## src/rtl/control_unit.sv

```systemverilog
// Purpose : multi-cycle FETCH/DECODE/EXECUTE/WRITEBACK sequencer driving ALU, accumulator and output-register strobes.
// Latency : ALU ops take 4 cycles plus one per cycle alu_busy holds EXECUTE; OUTPUT/JMP/JZ/NOP take 3 cycles; HALT is absorbing.
// Backpressure: alu_busy stalls only the EXECUTE state; every other state advances unconditionally.
module control_unit #(
    parameter int PC_WIDTH = 4
) (
    input  logic                clk,
    input  logic                reset,
    input  logic [15:0]         instruction,
    input  logic                alu_busy,
    input  logic                acc_zero,
    output logic [PC_WIDTH-1:0] program_counter,
    output logic [2:0]          alu_op,
    output logic [3:0]          operand_addr,
    output logic                acc_write_enable,
    output logic                out_write_enable,
    output logic [3:0]          out_index,
    output logic                halted
);

    typedef enum logic [2:0] {
        S_FETCH,
        S_DECODE,
        S_EXECUTE,
        S_WRITEBACK,
        S_HALT
    } state_t;

    localparam logic [3:0] OP_ADD  = 4'b0000;
    localparam logic [3:0] OP_SUB  = 4'b0001;
    localparam logic [3:0] OP_MUL  = 4'b0100;
    localparam logic [3:0] OP_DIV  = 4'b0101;
    localparam logic [3:0] OP_OUT  = 4'b0110;
    localparam logic [3:0] OP_JMP  = 4'b1000;
    localparam logic [3:0] OP_JZ   = 4'b1001;
    localparam logic [3:0] OP_HALT = 4'b1111;

    state_t              state_q, state_d;
    logic [PC_WIDTH-1:0] pc_q, pc_d;
    logic [15:0]         ir_q, ir_d;

    logic [3:0]          opcode;
    logic                is_alu;
    logic                is_out;
    logic [2:0]          alu_sel;
    logic [PC_WIDTH-1:0] pc_inc;
    logic [PC_WIDTH-1:0] jump_target;
    logic                unused_ir_bits;

    // Everything downstream decodes from the captured word, never the live bus.
    assign opcode         = ir_q[15:12];
    assign pc_inc         = pc_q + PC_WIDTH'(1);
    assign jump_target    = PC_WIDTH'(ir_q[3:0]);
    assign unused_ir_bits = ^ir_q[7:4];

    // Opcode classification; non-ALU opcodes leave alu_op at 0.
    always_comb begin
        is_alu  = 1'b0;
        is_out  = 1'b0;
        alu_sel = 3'd0;
        case (opcode)
            OP_ADD: begin is_alu = 1'b1; alu_sel = 3'd0; end
            OP_SUB: begin is_alu = 1'b1; alu_sel = 3'd1; end
            OP_MUL: begin is_alu = 1'b1; alu_sel = 3'd2; end
            OP_DIV: begin is_alu = 1'b1; alu_sel = 3'd3; end
            OP_OUT: is_out = 1'b1;
            default: ;
        endcase
    end

    // State, program counter and instruction register; reset clears all of them at once.
    always_ff @(posedge clk or posedge reset) begin
        if (reset) begin
            state_q <= S_FETCH;
            pc_q    <= '0;
            ir_q    <= '0;
        end else begin
            state_q <= state_d;
            pc_q    <= pc_d;
            ir_q    <= ir_d;
        end
    end

    // Next-state, PC update and writeback strobes.
    always_comb begin
        state_d          = state_q;
        pc_d             = pc_q;
        ir_d             = ir_q;
        acc_write_enable = 1'b0;
        out_write_enable = 1'b0;
        case (state_q)
            S_FETCH: begin
                ir_d    = instruction;
                state_d = S_DECODE;
            end
            S_DECODE: begin
                if (opcode == OP_HALT) begin
                    state_d = S_HALT;
                end else if (is_alu) begin
                    state_d = S_EXECUTE;
                end else begin
                    state_d = S_WRITEBACK;
                end
            end
            S_EXECUTE: begin
                if (!alu_busy) begin
                    state_d = S_WRITEBACK;
                end
            end
            S_WRITEBACK: begin
                acc_write_enable = is_alu;
                out_write_enable = is_out;
                state_d          = S_FETCH;
                if (opcode == OP_JMP) begin
                    pc_d = jump_target;
                end else if (opcode == OP_JZ && acc_zero) begin
                    pc_d = jump_target;
                end else begin
                    pc_d = pc_inc;
                end
            end
            S_HALT: begin
                state_d = S_HALT;
            end
            default: begin
                state_d = S_FETCH;
            end
        endcase
    end

    assign program_counter = pc_q;
    assign alu_op          = alu_sel;
    assign operand_addr    = ir_q[11:8];
    assign out_index       = ir_q[3:0];
    assign halted          = (state_q == S_HALT);

endmodule
```

## config.mk

```make
export PLATFORM = sky130hd
export DESIGN_NAME = control_unit
export DESIGN_NICKNAME = d
export VERILOG_FILES = /design/src/rtl/control_unit.sv
export SDC_FILE = /design/constraint.sdc
export NUM_CORES = 1
export LEC_CHECK = 0
export ABC_AREA = 1
export BUFFER_PORTS_ARGS = -buffer_cell sky130_fd_sc_hd__buf_2
export CAP_MARGIN = 20
export CORE_MARGIN = 4
export CORE_UTILIZATION = 29
export CTS_BUF_LIST = sky130_fd_sc_hd__clkbuf_8 sky130_fd_sc_hd__clkbuf_16
export DETAILED_ROUTE_END_ITERATION = 10
export GPL_TIMING_DRIVEN = 0
export PLACE_DENSITY = 0.51
export SYNTH_ARGS = -nofsm -noshare
export SYNTH_HDL_FRONTEND = slang
export SYNTH_SLANG_ARGS = --single-unit
```

## constraint.sdc

```tcl
create_clock -name clk -period 1.2 [get_ports clk]
set_clock_uncertainty 0.2 [all_clocks]
set_input_delay 0.24 -clock clk [delete_from_list [all_inputs] [get_ports clk]]
set_output_delay 0.24 -clock clk [all_outputs]
set_load 0.05 [all_outputs]
```

==> Word level (Yosys, flattened, before mapping) <==
Cells that the tools add are included.
{ "classes": {"reduce_logical": 4, "eq_ne": 12, "mux": 11, "n_addsub": 1} }
{ "op_table": {"columns": ["operator", "n"], "rows": [
  ["$eq 4x3->1 const B", 3],
  ["$eq 4x4->1 const B", 3],
  ["$pmux 3 s4", 1],
  ["$mux 4", 2],
  ["$eq 3x2->1 const B", 2],
  ["$mux 3", 2],
  ["$pmux 2 s3", 1],
  ["$mux 1", 5],
  ["$add 4x1->4 const B", 1],
  ["$eq 4x1->1 const B", 1],
  ["$logic_not 4->1", 1],
  ["$reduce_or 4->1", 1],
  ["$eq 3x1->1 const B", 1],
  ["$eq 3x3->1 const B", 1],
  ["$logic_not 3->1", 1],
  ["$ne 2x2->1 const B", 1],
  ["$logic_and 1x1->1", 1]
]} }
{ "totals": {"register_bits": 23, "wordCells": 31} }

==> Logic depth before layout (Yosys ltp) <==
Gate-level depths: netlist of run 1.
{ "depth": {"depth_word": 6, "ltp_mapped": 6} }

==> Least setup slack after synthesis of run 1 <==
No wires, ideal clock.
{ "synth_path": {"path_kind": "register to output", "startpoint": "register state_q[2]", "endpoint": "output out_write_enable", "arrival_time_ps": 2163, "slack_ps": -1403, "path_stages_with_launch": 4, "n_path_buf": 0, "required_ps": 760, "path_cell_list": "dfrtp_1 > inv_1 > nand3_1 > nor4_1"} }
{ "synth_between": {"elab_chain_len": 2} }
{ "synth_rtl": {"columns": ["element", "line", "rtl"], "rows": [
  ["start, declared", "38", "state_t state_q, state_d;"],
  ["start signal, assigned", "78", "state_q <= state_d;"],
  ["$eq 3x2->1", "91", "case (state_q)"],
  ["$mux 1", "91", null],
  ["end, declared", "16", "output logic out_write_enable,"]
]} }
No other way between the ends.

==> Worst setup path after layout of run 1 <==
Same ends and word-level chain as after synthesis.

==> qor.yml, run 1 <==
outcome:
  status: "complete, but fails checks"
  violations: "hold timing, setup timing"
power_and_ir_drop:
  power_frac_clock_pct: 7.0
  switchingPower_w: 0.00305
  internal-power_w: 0.00330
  combPwrFrac_pct: 72.0
  leakagePower_nw: 0.922
  swShare_pct: 48.0
  seq_power_share_pct: 21.0
  ir_drop_v: 0.00139
  p_per_area_nw_per_um2: 3310
route:
  postRouteAntennaNets: 0
  routed_wl_mm: 2.98
  viasPerCell: 4.47
  drt_iter0_drc: 40
  first_pass_iters: 4
  drt-wirelength-per-cell_um: 12.9
  drc: 0
  vias: 1027
sta:
  post-route-period-util_pct: 143
  hold_viol: 19
  setup_tns_ns: -7.56
  max_slew.worst_pin.slew_ns: 0.763
  finalMaxSlewViolations: 0
  period_needed_ns: 1.71
  setup_viol: 36
  hold-worst-slack_ns: -0.0943
  worst_slack_ns: -0.511
  maxSlewHeadroom_pct: 49.1
  rsz0062_at_grt: "yes"
  fmax_ghz: 0.585
floorplanning:
  start_util_pct: 29.8
  std_cell_rows: 21
  pin_count: 38
  die_w_um: 66.6
  coreArea_um2: 3340
  die_h_um: 66.6
  die_area_um2: 4430
setup_path:
  slowest_stage: "dfrtp_1"
  crit_path_max_fanout: 3
  crit_path_end_kind: "output pin"
  slowest_delay_ns: 0.39
  cp_data_arrival_time_ns: 1.27
  crit_type: "flip-flop to output pin"
  cp-start-kind: "flip-flop"
  required_ns: 0.76
  crit_chain: "inv_2 > nand3_4 > nor4_4 > buf_6"
placed_design:
  port_buffers: 32
  gp_congestion: 0.834
  hpwl_mm: 1.79
  post-place-cells: 203
  pre_cts_ws_ns: -0.450
logic_synthesis:
  synth_seq_area_share_pct: 47.8
  synth_seq_cells: 19
  yosys-top-cells-area: "dfrtp_1 (48%), nand2_1 (11%), nand3_1 (7.5%), buf_4 (6.8%), inv_1 (6.0%)"
  syn-cell-area_um2: 995
  yosys.area.top_type: "dfrtp_1"
  ys_types: 18
  yosysTopAreaCellShare_pct: 47.8
  yosys_warnings: 0
  avgSynthCellArea_um2: 7.96
  syn_nets: 146
  synthCells: 125
grt:
  grt_pass1_wl_mm: 4.82
  grt_max_degree: 20
  grt_usage_pct: 14.6
  grt_pass1_vias: 1027
  antenna_found_initial: 0
  globalRoute.totalOverflow: 0
clocking:
  htree_levels: 1
  cts_tree: "done"
  clk_latency_ns: 0.26
  cts_buffer_depth: 2
  clk_pin_slew_ns: 0.07
  cts_buffers: 3
  cts.sinks: 19
  cts_root_buf: "clkbuf_8"
layout:
  multi_input_area_um2: 643
  area_growth_syn_to_layout_pct: 92.8
  drive_above_1_share_pct: 68.5
  fin_nets: 206
  fin_cells: 230
  final_cell_mix: "nand2_1 (20), buf_4 (20), buf_6 (15), buf_2 (15)"
  final-seq-area_um2: 487
  antenna_cells: 0
  fillers: 315
min_path:
  hold_class: "input pin to asynchronous set/reset pin"
run:
  drv_cap: 0
-- cell families after synthesis --
group                      synth area share (%)
buffers and inverters                      14.3
AOI/OAI and AO/OA                          4.65
other                                     0.377
DFF                                        47.8
and+or+nand+nor                            30.7
xor gates and xnor gates                  0.881
adders and majority gates                  1.26
-- power groups by stage --
stage / logic, W / registers (W) / clock network, W
2_1_floorplan: 0.00200 / 0.00151 / 0
3_3_place_gp: 0.00268 / 0.00133 / 0
3_5_place_dp: 0.00270 / 0.00136 / 0
4_1_cts: 0.00403 / 0.00130 / 0.000456
5_1_grt: 0.00491 / 0.00139 / 0.000499
6_report: 0.00457 / 0.00134 / 0.000443
-- cell usage after synthesis, drive strengths merged --
library cell and count:
o22ai 1, inv 17, conb 1, ha 1
nand4 6, nand2 31, nor4 1, a21oi 8
nand3 15, xnor2 1, nor2 14, buf 10
dfrtp 19
-- worst max-delay path: cells and delay by family (launching register included) --
| kind | cells | cell delay, ns |
|---|---|---|
| buffers and inverters | 2 | 0.28 |
| AND/OR/NAND/NOR | 2 | 0.34 |
| flip-flops | 1 | 0.39 |
-- per-layer routing --
layer | part of all wire [%] | vias up | track usage (%) | routed length (um)
li1 | - | 509 | - | -
met1 | 41 | 483 | 17.6 | 1230
met2 | 52 | 29 | 24.8 | 1540
met3 | 5.8 | 6 | 4.22 | 172
met4 | 1.3 | 0 | 4.57 | 38
met5 | 0 | - | 0 | 0
-- cell type report --
class | count | share of cell area (%)
clock inverters | 1 | 0.196
multi-input cells | 80 | 33.5
clock buffers | 3 | 2.15
plain buffers | 4 | 2.35
inverters | 17 | 3.59
repair buffers | 60 | 29.8
flip-flops and latches | 19 | 25.4
well taps | 46 | 3.00
-- repair_timing --
item                                    in CTS  in global routing
endpoints found under the setup margin      35                 36
setup buffers                               21                  9
endpoints found under the hold margin       19                 16
cloned                                       2                  0
gates resized for setup                     63                 45
pin swaps                                   10                 15
-- final timing paths --
path                           startpoint            endpoint  slack [ns]  cells past startpoint
setup / recovery               state_q[2]    out_write_enable       -0.51                      4
hold / removal                      reset            ir_q[10]       -0.09                      2
setup reg to reg               state_q[2]          state_q[0]       -0.34                      8
hold reg to reg                   ir_q[9]             ir_q[9]        0.31                      2
max in group asynchronous           reset  program_counter[3]        0.36                      2
min in group clk           instruction[9]             ir_q[9]        0.01                      3
-- per-stage QoR --
stage / utilization [%] / power (W) / instance area [um2]
final: 57.5 / 0.00635 / 1920
after global placement: 39.5 / 0.00401 / 1320
after detailed placement: 39.5 / 0.00406 / 1320
after global routing: 57.5 / 0.00679 / 1920
after CTS: 51.9 / 0.00579 / 1730
after floorplan: - / 0.00352 / 1100
-- registers in the layout, summed over array words and instances, names as in the netlist --
| register | flops |
|---|---|
| state_q | 3 |
| program_counter | 4 |
| ir_q | 12 |
No activity file was read; power rests on OpenSTA's default activity.
==> run 2: changes to the inputs <==
--- a/config.mk
+++ b/config.mk
@@ -6,8 +6,9 @@
 export NUM_CORES = 1
 export LEC_CHECK = 0
 export ABC_AREA = 1
-export BUFFER_PORTS_ARGS = -buffer_cell sky130_fd_sc_hd__buf_2
+export BUFFER_PORTS_ARGS = -buffer_cell sky130_fd_sc_hd__clkbuf_2
 export CAP_MARGIN = 20
+export CORE_ASPECT_RATIO = 1.75
 export CORE_MARGIN = 4
 export CORE_UTILIZATION = 29
 export CTS_BUF_LIST = sky130_fd_sc_hd__clkbuf_8 sky130_fd_sc_hd__clkbuf_16
==> run 2 against run 1 <==
Effect of this change: worst setup slack worse by 0.026 ns; routed wire length up 5.5%; hold slack worse by 0.019 ns; final cell count up 0.43%; the flow still finishes with violations (hold timing, setup timing).
==> qor.yml, run 2 (synthesis results as in run 1) <==
outcome:
  status: "complete, but fails checks"
  violations: "hold timing, setup timing"
route:
  postRouteAntennaNets: 0  # unchanged
  drt_iter0_drc: 8  # -80%
  drt-wirelength-per-cell_um: 13.6  # +5.0%
  first_pass_iters: 4  # unchanged
  viasPerCell: 4.59  # +2.8%
  routed_wl_mm: 3.14  # +5.5%
  vias: 1060  # +3.2%
  drc: 0  # unchanged
sta:
  period_needed_ns: 1.74  # +0.0264 ns
  finalMaxSlewViolations: 0  # unchanged
  rsz0062_at_grt: "yes"
  hold_viol: 20  # +1
  maxSlewHeadroom_pct: 49.2  # +0.13 points
  max_slew.worst_pin.slew_ns: 0.761  # -0.00201 ns
  post-route-period-util_pct: 145  # +2.2 points
  fmax_ghz: 0.576  # -1.5%
  setup_viol: 36  # unchanged
  hold-worst-slack_ns: -0.113  # -0.0189 ns
  worst_slack_ns: -0.537  # -0.0264 ns
layout:
  fin_cells: 231  # +0.43%
  final_cell_area_um2: 2090  # +8.8%
  largest_reg_flops: 12  # unchanged
  fillers: 257  # -18%
  fin_nets: 210  # +1.9%
  layout_commonest_cell: "nand2_1"
  top_register: "ir_q"
  drive_above_1_share_pct: 66.5  # -2.0 points
  antenna_cells: 0  # unchanged
  area_growth_syn_to_layout_pct: 110
  final_cell_mix: "nand2_1 (22), buf_4 (19), clkbuf_2 (15), nor2_4 (12), buf_6 (12)"
power_and_ir_drop:
  p_per_area_nw_per_um2: 3330  # +0.48%
  ir_drop_v: 0.00178  # +28%
  leakagePower_nw: 0.992  # +7.6%
floorplanning:
  die_h_um: 85.5  # +28%
  std_cell_rows: 27  # +29%
  coreArea_um2: 3210  # -3.8%
  die_w_um: 52.3  # -21%
  start_util_pct: 31.0  # +1.2 points
  pin_count: 38  # unchanged
  die_area_um2: 4470  # +0.83%
clocking:
  clk_latency_ns: 0.26  # about the same
  cts.sinks: 19  # unchanged
  cts_tree: "done"
  htree_levels: 1  # unchanged
  cts_buffer_depth: 2  # unchanged
  clk_pin_slew_ns: 0.08  # about the same
  cts_buffers: 3  # unchanged
  cts_root_buf: "clkbuf_8"
grt:
  globalRoute.totalOverflow: 0  # unchanged
  grt_usage_pct: 14.4  # -0.16 points
  grt_max_degree: 20  # unchanged
  grt_pass1_vias: 1111  # +8.2%
  grt_pass1_wl_mm: 4.97  # +3.3%
  antenna_found_initial: 0  # unchanged
run:
  drv_cap: 0  # unchanged
setup_path:
  cp_data_arrival_time_ns: 1.30  # +0.03 ns
  rr_worst_depth: 7  # -1
  slowest_stage: "dfrtp_1"
  crit_path_end_kind: "output pin"
  required_ns: 0.76  # about the same
  cpLargestDelayFamily: "flip-flops"
  cp-start-kind: "flip-flop"
  crit_type: "flip-flop to output pin"
  crit_chain: "inv_2 > nand3_4 > nor4_4 > clkbuf_8"
  path_buf_inv: 2  # unchanged
  slowest_delay_ns: 0.41  # +0.02 ns
  path_depth: 4  # unchanged
  crit_path_max_fanout: 4  # +1
placed_design:
  hpwl_mm: 1.94  # +8.6%
  dpl-instance-area_um2: 1310  # -0.28%
  port_buffers: 32  # unchanged
  gp_congestion: 0.765  # -8.2%
  post-place-cells: 200  # -1.5%
min_path:
  hold_class: "input pin to asynchronous set/reset pin"
==> run 2: cell types whose count changed in the layout (fill, tap and decap cells not counted), moves of 2 or more <==
cell / before / now
buf_2: 15 / 0
clkbuf_2: 0 / 15
clkbuf_16: 0 / 8
buf_8: 13 / 9
buf_12: 0 / 3
buf_6: 15 / 12
nand2_2: 8 / 5
a21oi_2: 6 / 4
nand2_1: 20 / 22
nand2_8: 1 / 3
nand3_1: 7 / 9
==> run 2: routing by layer <==
metal | up-vias | track usage, % | share of wire, % | wire length [um]
met5 | - | 0 | 0 | 0
met2 | 25 | 26.2 | 59 | 1850
met4 | 0 | 5.81 | 1.5 | 46
met1 | 513 | 16.0 | 36 | 1130
met3 | 4 | 2.11 | 3.3 | 105
li1 | 518 | - | - | -
==> run 2: layout make-up <==
type | count | area (um2) | share of cell area (%)
Timing Repair Buffer | 63 | 733 | 35.1
Multi-Input combinational cell | 80 | 641 | 30.7
Sequential cell | 19 | 485 | 23.3
Inverter | 17 | 71.3 | 3.42
Buffer | 5 | 56.3 | 2.70
Tap cell | 43 | 53.8 | 2.58
Clock buffer | 3 | 41.3 | 1.98
Clock inverter | 1 | 5.00 | 0.240
==> run 2: final timing paths <==
kind	to	slack (ns)	from
hold / removal	ir_q[0]	-0.11	reset
min in group clk	ir_q[14]	-0.01	instruction[14]
max in group asynchronous	program_counter[3]	0.38	reset
setup / recovery	out_write_enable	-0.54	state_q[2]
setup reg to reg	ir_q[1]	-0.32	state_q[2]
hold reg to reg	ir_q[9]	0.31	ir_q[9]
==> run 2: where the power goes <==
part	internal, W	switching (W)	total [W]
combinational	0.00255	0.00256	0.00511
sequential	0.000986	0.000399	0.00138
clock	0.000231	0.000219	0.000449
total	0.00377	0.00317	0.00694
==> run 2: repair_timing <==
action / in CTS / in global routing
buffers inserted: 17 / 14
endpoints found under the hold margin: 19 / 19
setup endpoints to repair: 35 / 36
pin swaps: 7 / 7
gates cloned: 2 / 0
gates resized for setup: 66 / 47
==> run 2: per-stage QoR <==
stage	util (%)	TNS (ns)	total power, W	setup slack (ns)
final	65.0	-8.71	0.00694	-0.537
after CTS	57.3	-6.38	0.00607	-0.515
after detailed placement	40.9	-4.13	0.00407	-0.445
after global routing	65.0	-10.46	0.00734	-0.583
after floorplan	-	-2.09	0.00352	-0.476
after global placement	40.9	-3.90	0.00402	-0.432
